--- src/rtl/can_frame_tail_tx.sv ---
// can_frame_tail_tx
//   Drives the CAN frame tail after the last CRC bit: CRC delimiter, ACK slot,
//   ACK delimiter, EOF_BITS of EOF and IFS_BITS of intermission. All tail bits
//   are recessive. RX is read back at every sample point to flag ACK, form
//   and overload conditions.
// Ports:
//   clock, reset  - system clock, asynchronous active-low reset
//   TP, SP        - transmit-point / sample-point strobes from bit timing
//   RX            - bus readback (0 = dominant)
//   start         - one-clock pulse after the last CRC bit
//   TX            - bus drive (always recessive here)
//   busy          - tail in progress (including the pending-start wait)
//   EOF_Flag      - high while in the EOF field
//   frame_ok, ack_error, form_error, overload, done - one-clock status pulses
module can_frame_tail_tx #(
  parameter int EOF_BITS = 7,
  parameter int IFS_BITS = 3
) (
  input  logic clock,
  input  logic reset,
  input  logic TP,
  input  logic SP,
  input  logic RX,
  input  logic start,
  output logic TX,
  output logic busy,
  output logic EOF_Flag,
  output logic frame_ok,
  output logic ack_error,
  output logic form_error,
  output logic overload,
  output logic done
);

  localparam int MAX_BITS = (EOF_BITS > IFS_BITS) ? EOF_BITS : IFS_BITS;
  localparam int CNT_W    = (MAX_BITS > 1) ? $clog2(MAX_BITS) : 1;
  localparam logic [CNT_W-1:0] EOF_LAST = CNT_W'(EOF_BITS - 1);
  localparam logic [CNT_W-1:0] IFS_LAST = CNT_W'(IFS_BITS - 1);

  typedef enum logic [2:0] {
    ST_IDLE,
    ST_CRC_DEL,
    ST_ACK_SLOT,
    ST_ACK_DEL,
    ST_EOF,
    ST_IFS
  } state_t;

  state_t           state;
  logic [CNT_W-1:0] cnt;
  logic             pending;
  logic             tx_q;

  assign TX = tx_q;

  always_ff @(posedge clock or negedge reset) begin
    if (!reset) begin
      state      <= ST_IDLE;
      cnt        <= '0;
      pending    <= 1'b0;
      tx_q       <= 1'b1;
      busy       <= 1'b0;
      EOF_Flag   <= 1'b0;
      frame_ok   <= 1'b0;
      ack_error  <= 1'b0;
      form_error <= 1'b0;
      overload   <= 1'b0;
      done       <= 1'b0;
    end else begin
      tx_q       <= 1'b1;
      frame_ok   <= 1'b0;
      ack_error  <= 1'b0;
      form_error <= 1'b0;
      overload   <= 1'b0;
      done       <= 1'b0;

      if (state == ST_IDLE) begin
        if (pending) begin
          // A coincident SP suppresses the TP advance, so entry waits too.
          if (TP && !SP) begin
            state   <= ST_CRC_DEL;
            pending <= 1'b0;
          end
        end else if (start) begin
          pending <= 1'b1;
          busy    <= 1'b1;
        end
      end else if (SP) begin
        // Sample-point checks take priority over a same-clock TP.
        unique case (state)
          ST_CRC_DEL, ST_ACK_DEL: begin
            if (!RX) begin
              form_error <= 1'b1;
              state      <= ST_IDLE;
              cnt        <= '0;
              busy       <= 1'b0;
              done       <= 1'b1;
            end
          end
          ST_ACK_SLOT: begin
            if (RX) begin
              ack_error <= 1'b1;
              state     <= ST_IDLE;
              cnt       <= '0;
              busy      <= 1'b0;
              done      <= 1'b1;
            end
          end
          ST_EOF: begin
            if (!RX) begin
              form_error <= 1'b1;
              state      <= ST_IDLE;
              cnt        <= '0;
              busy       <= 1'b0;
              done       <= 1'b1;
              EOF_Flag   <= 1'b0;
            end else if (cnt == EOF_LAST) begin
              frame_ok <= 1'b1;
            end
          end
          ST_IFS: begin
            // Dominant in the last intermission bit is the next SOF: no flag.
            if (!RX && (cnt == '0 || cnt == CNT_W'(1)) && cnt != IFS_LAST) begin
              overload <= 1'b1;
            end
          end
          default: ;
        endcase
      end else if (TP) begin
        unique case (state)
          ST_CRC_DEL:  state <= ST_ACK_SLOT;
          ST_ACK_SLOT: state <= ST_ACK_DEL;
          ST_ACK_DEL: begin
            state    <= ST_EOF;
            cnt      <= '0;
            EOF_Flag <= 1'b1;
          end
          ST_EOF: begin
            if (cnt == EOF_LAST) begin
              state    <= ST_IFS;
              cnt      <= '0;
              EOF_Flag <= 1'b0;
            end else begin
              cnt <= cnt + 1'b1;
            end
          end
          ST_IFS: begin
            if (cnt == IFS_LAST) begin
              state <= ST_IDLE;
              cnt   <= '0;
              busy  <= 1'b0;
              done  <= 1'b1;
            end else begin
              cnt <= cnt + 1'b1;
            end
          end
          default: ;
        endcase
      end
    end
  end

endmodule

--- config.mk ---
export PLATFORM = sky130hd
export DESIGN_NAME = can_frame_tail_tx
export DESIGN_NICKNAME = d
export VERILOG_FILES = /design/src/rtl/can_frame_tail_tx.sv
export SDC_FILE = /design/constraint.sdc
export NUM_CORES = 1
export LEC_CHECK = 0
export CAP_MARGIN = 40
export CORE_MARGIN = 3
export CORE_UTILIZATION = 45
export CTS_CLUSTER_SIZE = 25
export DETAILED_ROUTE_END_ITERATION = 8
export GPL_TIMING_DRIVEN = 0
export MAX_ROUTING_LAYER = met4
export PLACE_DENSITY = 0.7
export SLEW_MARGIN = 40
export SYNTH_ARGS = -nofsm -noshare
export SYNTH_HDL_FRONTEND = slang
export SYNTH_SLANG_ARGS = --single-unit
--- constraint.sdc ---
create_clock -name clock -period 1.8 [get_ports clock]
set_input_delay 0.36 -clock clock [delete_from_list [all_inputs] [get_ports clock]]
set_output_delay 0.36 -clock clock [all_outputs]
set_load 0.01 [all_outputs]
==> flow_summary.ini, run 1 <==
[timing]
slew_headroom_pct = 59.2
finalHoldViolCount = 0
grt_setup_unrepaired = no
period_needed_ns = 1.67
drv_slew = 0
worst_slew_pin_slew_ns = 0.611
fin_crit_sh_pct = 92.7
finalWorstSetupSlack_ns = 0.131
hold_ws_ns = 0.466
clock_skew_ns = 0.000668
setup_viol = 0
fmax_ghz = 0.599

[place]
post-place-cells = 123
gp_congestion = 0.917
dp_hpwl_mm = 1.27
io_buffers = 12
dpl_worst_slack_ns = -0.344

[yosys]
syn-cell-area_um2 = 811
seq_area_frac_synth_pct = 43.2
synth_top_area_cell = dfrtp_1
synth.top_cell.area_share_pct = 43.2
syn-num-nets = 93
async_flop_share_pct = 100
synth_edf_count = 0
yosysWarnings = 0
synth_common_cells = dfrtp_1 (14), nand2_1 (7), a21oi_1 (6)
ys_types = 35
synthCells = 87
synth-seq-cells = 14
synthFlopType = dfrtp_1
ys_top_cells_by_area = dfrtp_1 (43%), a21oi_1 (3.7%), nand2_1 (3.2%), nand2b_1 (3.1%), nor2b_1 (3.1%)
synth.avg_cell_area_um2 = 9.32
synth.most_common_cell = dfrtp_1

[setup_path]
end_kind = flop
slowest_stage = or4b_1
crit_buf_inv = 0
timing.rr.start = state[0]
cp-startpoint = state[0]
rr_worst_depth = 4
crit_type = flop to flop
startpoint_type = flop
critPathTopFamily = compound AO/OA/AOI/OAI gates
r2r_slack_ns = 0.13
path_max_fanout = 7
required_ns = 2.01
slowest_delay_ns = 0.47
crit_chain = xor2_1, a211oi_4, or4b_1, o21ai_1
arrival_ns = 1.87
r2r_end = cnt[2]

[global_routing]
antenna_found_initial = 0
grt_pass1_wl_mm = 2.73
grt_pass1_vias = 629
grtUsageTotal_pct = 15.1
grt_remaining_overflow = 0
grt_max_degree = 15

[min_path]
min_path_type = input pin to async pin

[power]
p_per_area_nw_per_um2 = 1260
p_clk_share_pct = 13.5
vdd_drop_max_mv = 0.806
p_total_w = 0.00127
leakagePower_nw = 0.430
combPwrFrac_pct = 50.1
p_int_w = 0.000748
netSwitchingPower_w = 0.000519
swShare_pct = 41.0
p_seq_share_pct = 36.3

[detailed_routing]
avgViaCountPerCell = 5.67
num_vias = 715
drc = 0
wl_per_cell_um = 13.4
first_pass_iters = 4
antenna_left = 0
wl_mm = 1.69
drtIter0Drc = 23

[clocking]
clk_path_buf_depth = 2
cts_tree = done
cts_sinks = 14
cts_buffers = 3
clk_transition_reported_paths_ns = 0.08
h-tree-depth = 1
cts_root_buffer = clkbuf_4
clock_latency_ns = 0.27

[layout]
fillers = 142
fin_cells = 126
drive_gt1_share_pct = 15.7
num_antenna_cells = 0
final_util_pct = 63.0
finish.net_count = 110
area_delta_synth_final_pct = 23.9

[run_status]
status = finished clean

[floorplanning]
core.rowCount = 14
io_pins = 14
die_x_um = 48.4
fp.coreArea_um2 = 1590
initial_utilization_pct = 50.9
die_h_um = 48.4
dieArea_um2 = 2350

[flow_run]
drv_cap = 0
-- metal layers --
layer,share of wire (%),vias to the layer above,track usage (%),routed length [µm]
li1,-,353,-,-
met4,1.7,0,6.64,28
met2,44,16,22.7,744
met1,49,340,19.4,831
met5,0,-,-,0
met3,5.1,6,3.68,86
-- placed cells by master, fill, tap and decap left out, drive strengths merged, types with 2 or more instances in the layout --
| cell | Yosys | routed |
|---|---|---|
| nor2 | 5 | 5 |
| clkbuf | 0 | 3 |
| nand4b | 2 | 2 |
| inv | 2 | 2 |
| o31ai | 2 | 2 |
| nand2b | 5 | 5 |
| o21ai | 6 | 6 |
| buf | 5 | 5 |
| dfrtp | 14 | 14 |
| a21oi | 6 | 6 |
| nand3 | 2 | 2 |
| clkdlybuf4s50 | 0 | 9 |
| nor3 | 5 | 5 |
| nand2 | 7 | 7 |
| a31oi | 2 | 2 |
| and2b | 2 | 2 |
| nor2b | 4 | 4 |
| o22ai | 3 | 3 |
| dlymetal6s2s | 0 | 2 |
-- layout make-up --
| cell class | instances | area, µm² | share of cell area [%] |
|---|---|---|---|
| multi-input combinational | 66 | 438 | 43.6 |
| sequential | 14 | 350 | 34.9 |
| timing repair buffer | 12 | 124 | 12.3 |
| buffer | 5 | 32.5 | 3.24 |
| tap | 24 | 30.0 | 2.99 |
| clock buffer | 3 | 22.5 | 2.24 |
| inverter | 2 | 7.51 | 0.747 |
-- sequential cells by signal, indices dropped and copies added (netlist names) --
name	cells
pending	1
done	1
busy	1
state	3
EOF_Flag	1
overload	1
ack_error	1
form_error	1
frame_ok	1
cnt	3
-- power by group through the flow --
stage / logic [W] / clock network, W / registers [W]
after floorplan: 0.000430 / 0 / 0.000468
after global placement: 0.000601 / 0 / 0.000463
after detailed placement: 0.000618 / 0 / 0.000463
after CTS: 0.000621 / 0.000174 / 0.000457
after global routing: 0.000687 / 0.000190 / 0.000473
final: 0.000635 / 0.000172 / 0.000460
-- per-stage QoR --
stage	instance area [µm²]	TNS [ns]
after floorplan	811	0
after global placement	961	-1.78
after detailed placement	961	-2.16
after CTS	990	0
after global routing	1000	0
final	1000	0
-- cells by family (layout without fill, tap and decap cells) --
| kind of cell | after synthesis | after routing | share of synthesized area [%] |
|---|---|---|---|
| AND/OR/NAND/NOR | 37 | 37 | 26.7 |
| AO/OA/AOI/OAI | 25 | 25 | 21.0 |
| flip-flops | 14 | 14 | 43.2 |
| buffers and inverters | 7 | 22 | 4.94 |
| adder cells (fa/ha/maj) | 1 | 1 | 1.23 |
| other | 1 | 1 | 0.463 |
| XOR/XNOR | 1 | 1 | 1.08 |
| multiplexers | 1 | 1 | 1.39 |
-- worst max path at each step --
stage | end | cells after the start
after CTS | cnt[2] | 6
after global placement | cnt[0] | 5
after global routing | cnt[2] | 4
final | cnt[2] | 4
after detailed placement | state[0] | 6
after floorplan | cnt[2] | 4
-- timing repair --
action | in CTS | in global routing
resized for setup | 2 | 4
hold buffers | 0 | 0
setup endpoints to repair | 4 | 3
setup buffers | 0 | 0
No activity file was read; power rests on OpenSTA's default activity.
==> run 2, diff against run 1 <==
--- a/config.mk
+++ b/config.mk
@@ -6,13 +6,15 @@
 export NUM_CORES = 1
 export LEC_CHECK = 0
 export CAP_MARGIN = 40
+export CELL_PAD_IN_SITES_DETAIL_PLACEMENT = 1
+export CELL_PAD_IN_SITES_GLOBAL_PLACEMENT = 1
 export CORE_MARGIN = 3
-export CORE_UTILIZATION = 45
+export CORE_UTILIZATION = 38
 export CTS_CLUSTER_SIZE = 25
 export DETAILED_ROUTE_END_ITERATION = 8
 export GPL_TIMING_DRIVEN = 0
 export MAX_ROUTING_LAYER = met4
-export PLACE_DENSITY = 0.7
+export PLACE_DENSITY = 0.82
 export SLEW_MARGIN = 40
 export SYNTH_ARGS = -nofsm -noshare
 export SYNTH_HDL_FRONTEND = slang
==> run 2 against run 1 <==
Net effect:
- first-iteration DRC count shrank 26%
- die area rose by 16%
- clock power rose by 37%
- sequential share of layout area is 1.2 points lower
- critical endpoint unchanged
- fmax decreased by 4.1%
==> flow_summary.ini, run 2 (synthesized netlist as in run 1, its figures left out) <==
[run_status]
status = finished clean

[setup_path]
startpoint_type = flop
end_kind = flop
slowest_stage = dfrtp_1
arrival_ns = 1.97
crit_type = flop to flop
rr_worst_depth = 4
slowest_delay_ns = 0.48
crit_chain = xor2_1, a211oi_4, or4b_1, o21ai_1
path_max_fanout = 7
required_ns = 2.02

[global_routing]
grt_max_degree = 15
grtUsageTotal_pct = 19.4
grt_pass1_vias = 769
grt_remaining_overflow = 0
grt_pass1_wl_mm = 3.79
antenna_found_initial = 0

[clocking]
postCtsSetupBuffers = 0
h-tree-depth = 1
cts_tree = done
clk_path_buf_depth = 2
cts_buffers = 3
clk_transition_reported_paths_ns = 0.10
clock_latency_ns = 0.29
cts_sinks = 14
cts_root_buffer = clkbuf_4

[power]
vdd_drop_max_mv = 0.627
p_per_area_nw_per_um2 = 1370
leakagePower_nw = 0.443

[timing]
clock_skew_ns = 0.0110
drv_slew = 0
slew_headroom_pct = 58.5
period_needed_ns = 1.74
finalWorstSetupSlack_ns = 0.0588
finalHoldViolCount = 0
grt_setup_unrepaired = yes
fmax_ghz = 0.574
setup_viol = 0
fin_crit_sh_pct = 96.7
worst_slew_pin_slew_ns = 0.621

[floorplanning]
fp.coreArea_um2 = 1980
io_pins = 14
die_h_um = 52.2
initial_utilization_pct = 40.9
core.rowCount = 16
dieArea_um2 = 2720
die_x_um = 52.2

[layout]
mostFrequentLayoutCell = dfrtp_1
area_delta_synth_final_pct = 28.4
finish.net_count = 110
fin_cells = 130
reg_top3 = cnt x3, state x3
num_antenna_cells = 0
final_cell_mix = dfrtp_1 (14), clkdlybuf4s50_1 (9), nand2_1 (7)
drive_gt1_share_pct = 18.4
final_util_pct = 52.5

[detailed_routing]
drtIter0Drc = 17
wl_mm = 2.41
wl_per_cell_um = 18.5
antenna_left = 0
first_pass_iters = 4
avgViaCountPerCell = 5.92
drc = 0
num_vias = 770

[flow_run]
drv_cap = 0

[place]
dp_hpwl_mm = 1.59
io_buffers = 12
post-place-cells = 126
gp_congestion = 0.901
dpl_worst_slack_ns = -0.319

[min_path]
min_path_type = input pin to async pin
run 2: cell types whose count changed in the layout (fill, tap and decap cells not counted), sizes merged:
cell,delta
clkbuf,+2
buf,-1
run 2: what timing repair did:
| item | CTS | global route |
|---|---|---|
| setup endpoints to repair | 6 | 5 |
| pin swaps | 1 | 0 |
| gates resized for setup | 5 | 6 |
| hold buffers | 0 | 0 |
run 2: where the power goes:
group / internal (W) / leakage (nW) / switching [W]
combinational: 0.000286 / 0.241 / 0.000420
clock: 0.000123 / 0.0210 / 0.000113
sequential: 0.000396 / 0.181 / 0.0000852
total: 0.000806 / 0.443 / 0.000618
run 2: stage by stage:
stage	hold slack (ns)	power (W)	instance area (µm²)	setup TNS (ns)
floorplan	0.0644	0.000898	811	0
global placement	0.466	0.00108	965	-2.03
detailed placement	0.480	0.00111	965	-2.29
CTS	0.483	0.00135	1020	0
global route	0.495	0.00151	1040	-0.0144
finish	0.445	0.00142	1040	0
run 2: per-layer routing:
layer / share of wire [%] / vias to the layer above / GRT usage [%] / routed length, µm
li1: - / 347 / - / -
met1: 41 / 386 / 22.3 / 977
met2: 52 / 29 / 33.9 / 1250
met3: 5.4 / 8 / 3.70 / 130
met4: 1.8 / 0 / 6.81 / 44
met5: 0 / - / - / 0
run 2: path summary, 6_finish.rpt:
check | from | to | slack [ns]
setup / recovery | state[0] | cnt[2] | 0.06
hold / removal | reset | state[1] | 0.45
max in group asynchronous | reset | cnt[0] | 0.94
hold reg to reg | cnt[1] | overload | 0.51
min in group clock | cnt[1] | overload | 0.51
setup reg to reg | state[0] | cnt[2] | 0.06
run 2: cell type report:
cell class / instances / area (µm²)
tap: 27 / 33.8
timing repair buffer: 12 / 124
sequential: 14 / 350
clock buffer: 4 / 36.3
inverter: 2 / 7.51
multi-input combinational: 66 / 454
fill: 227 / 941
buffer: 5 / 35.0
run 2: critical path: cells and delay by family, from the launching register on:
family	cells	cell delay, ns
AO/OA/AOI/OAI	2	0.50
XOR/XNOR	1	0.22
flip-flops	1	0.48
AND/OR/NAND/NOR	1	0.47
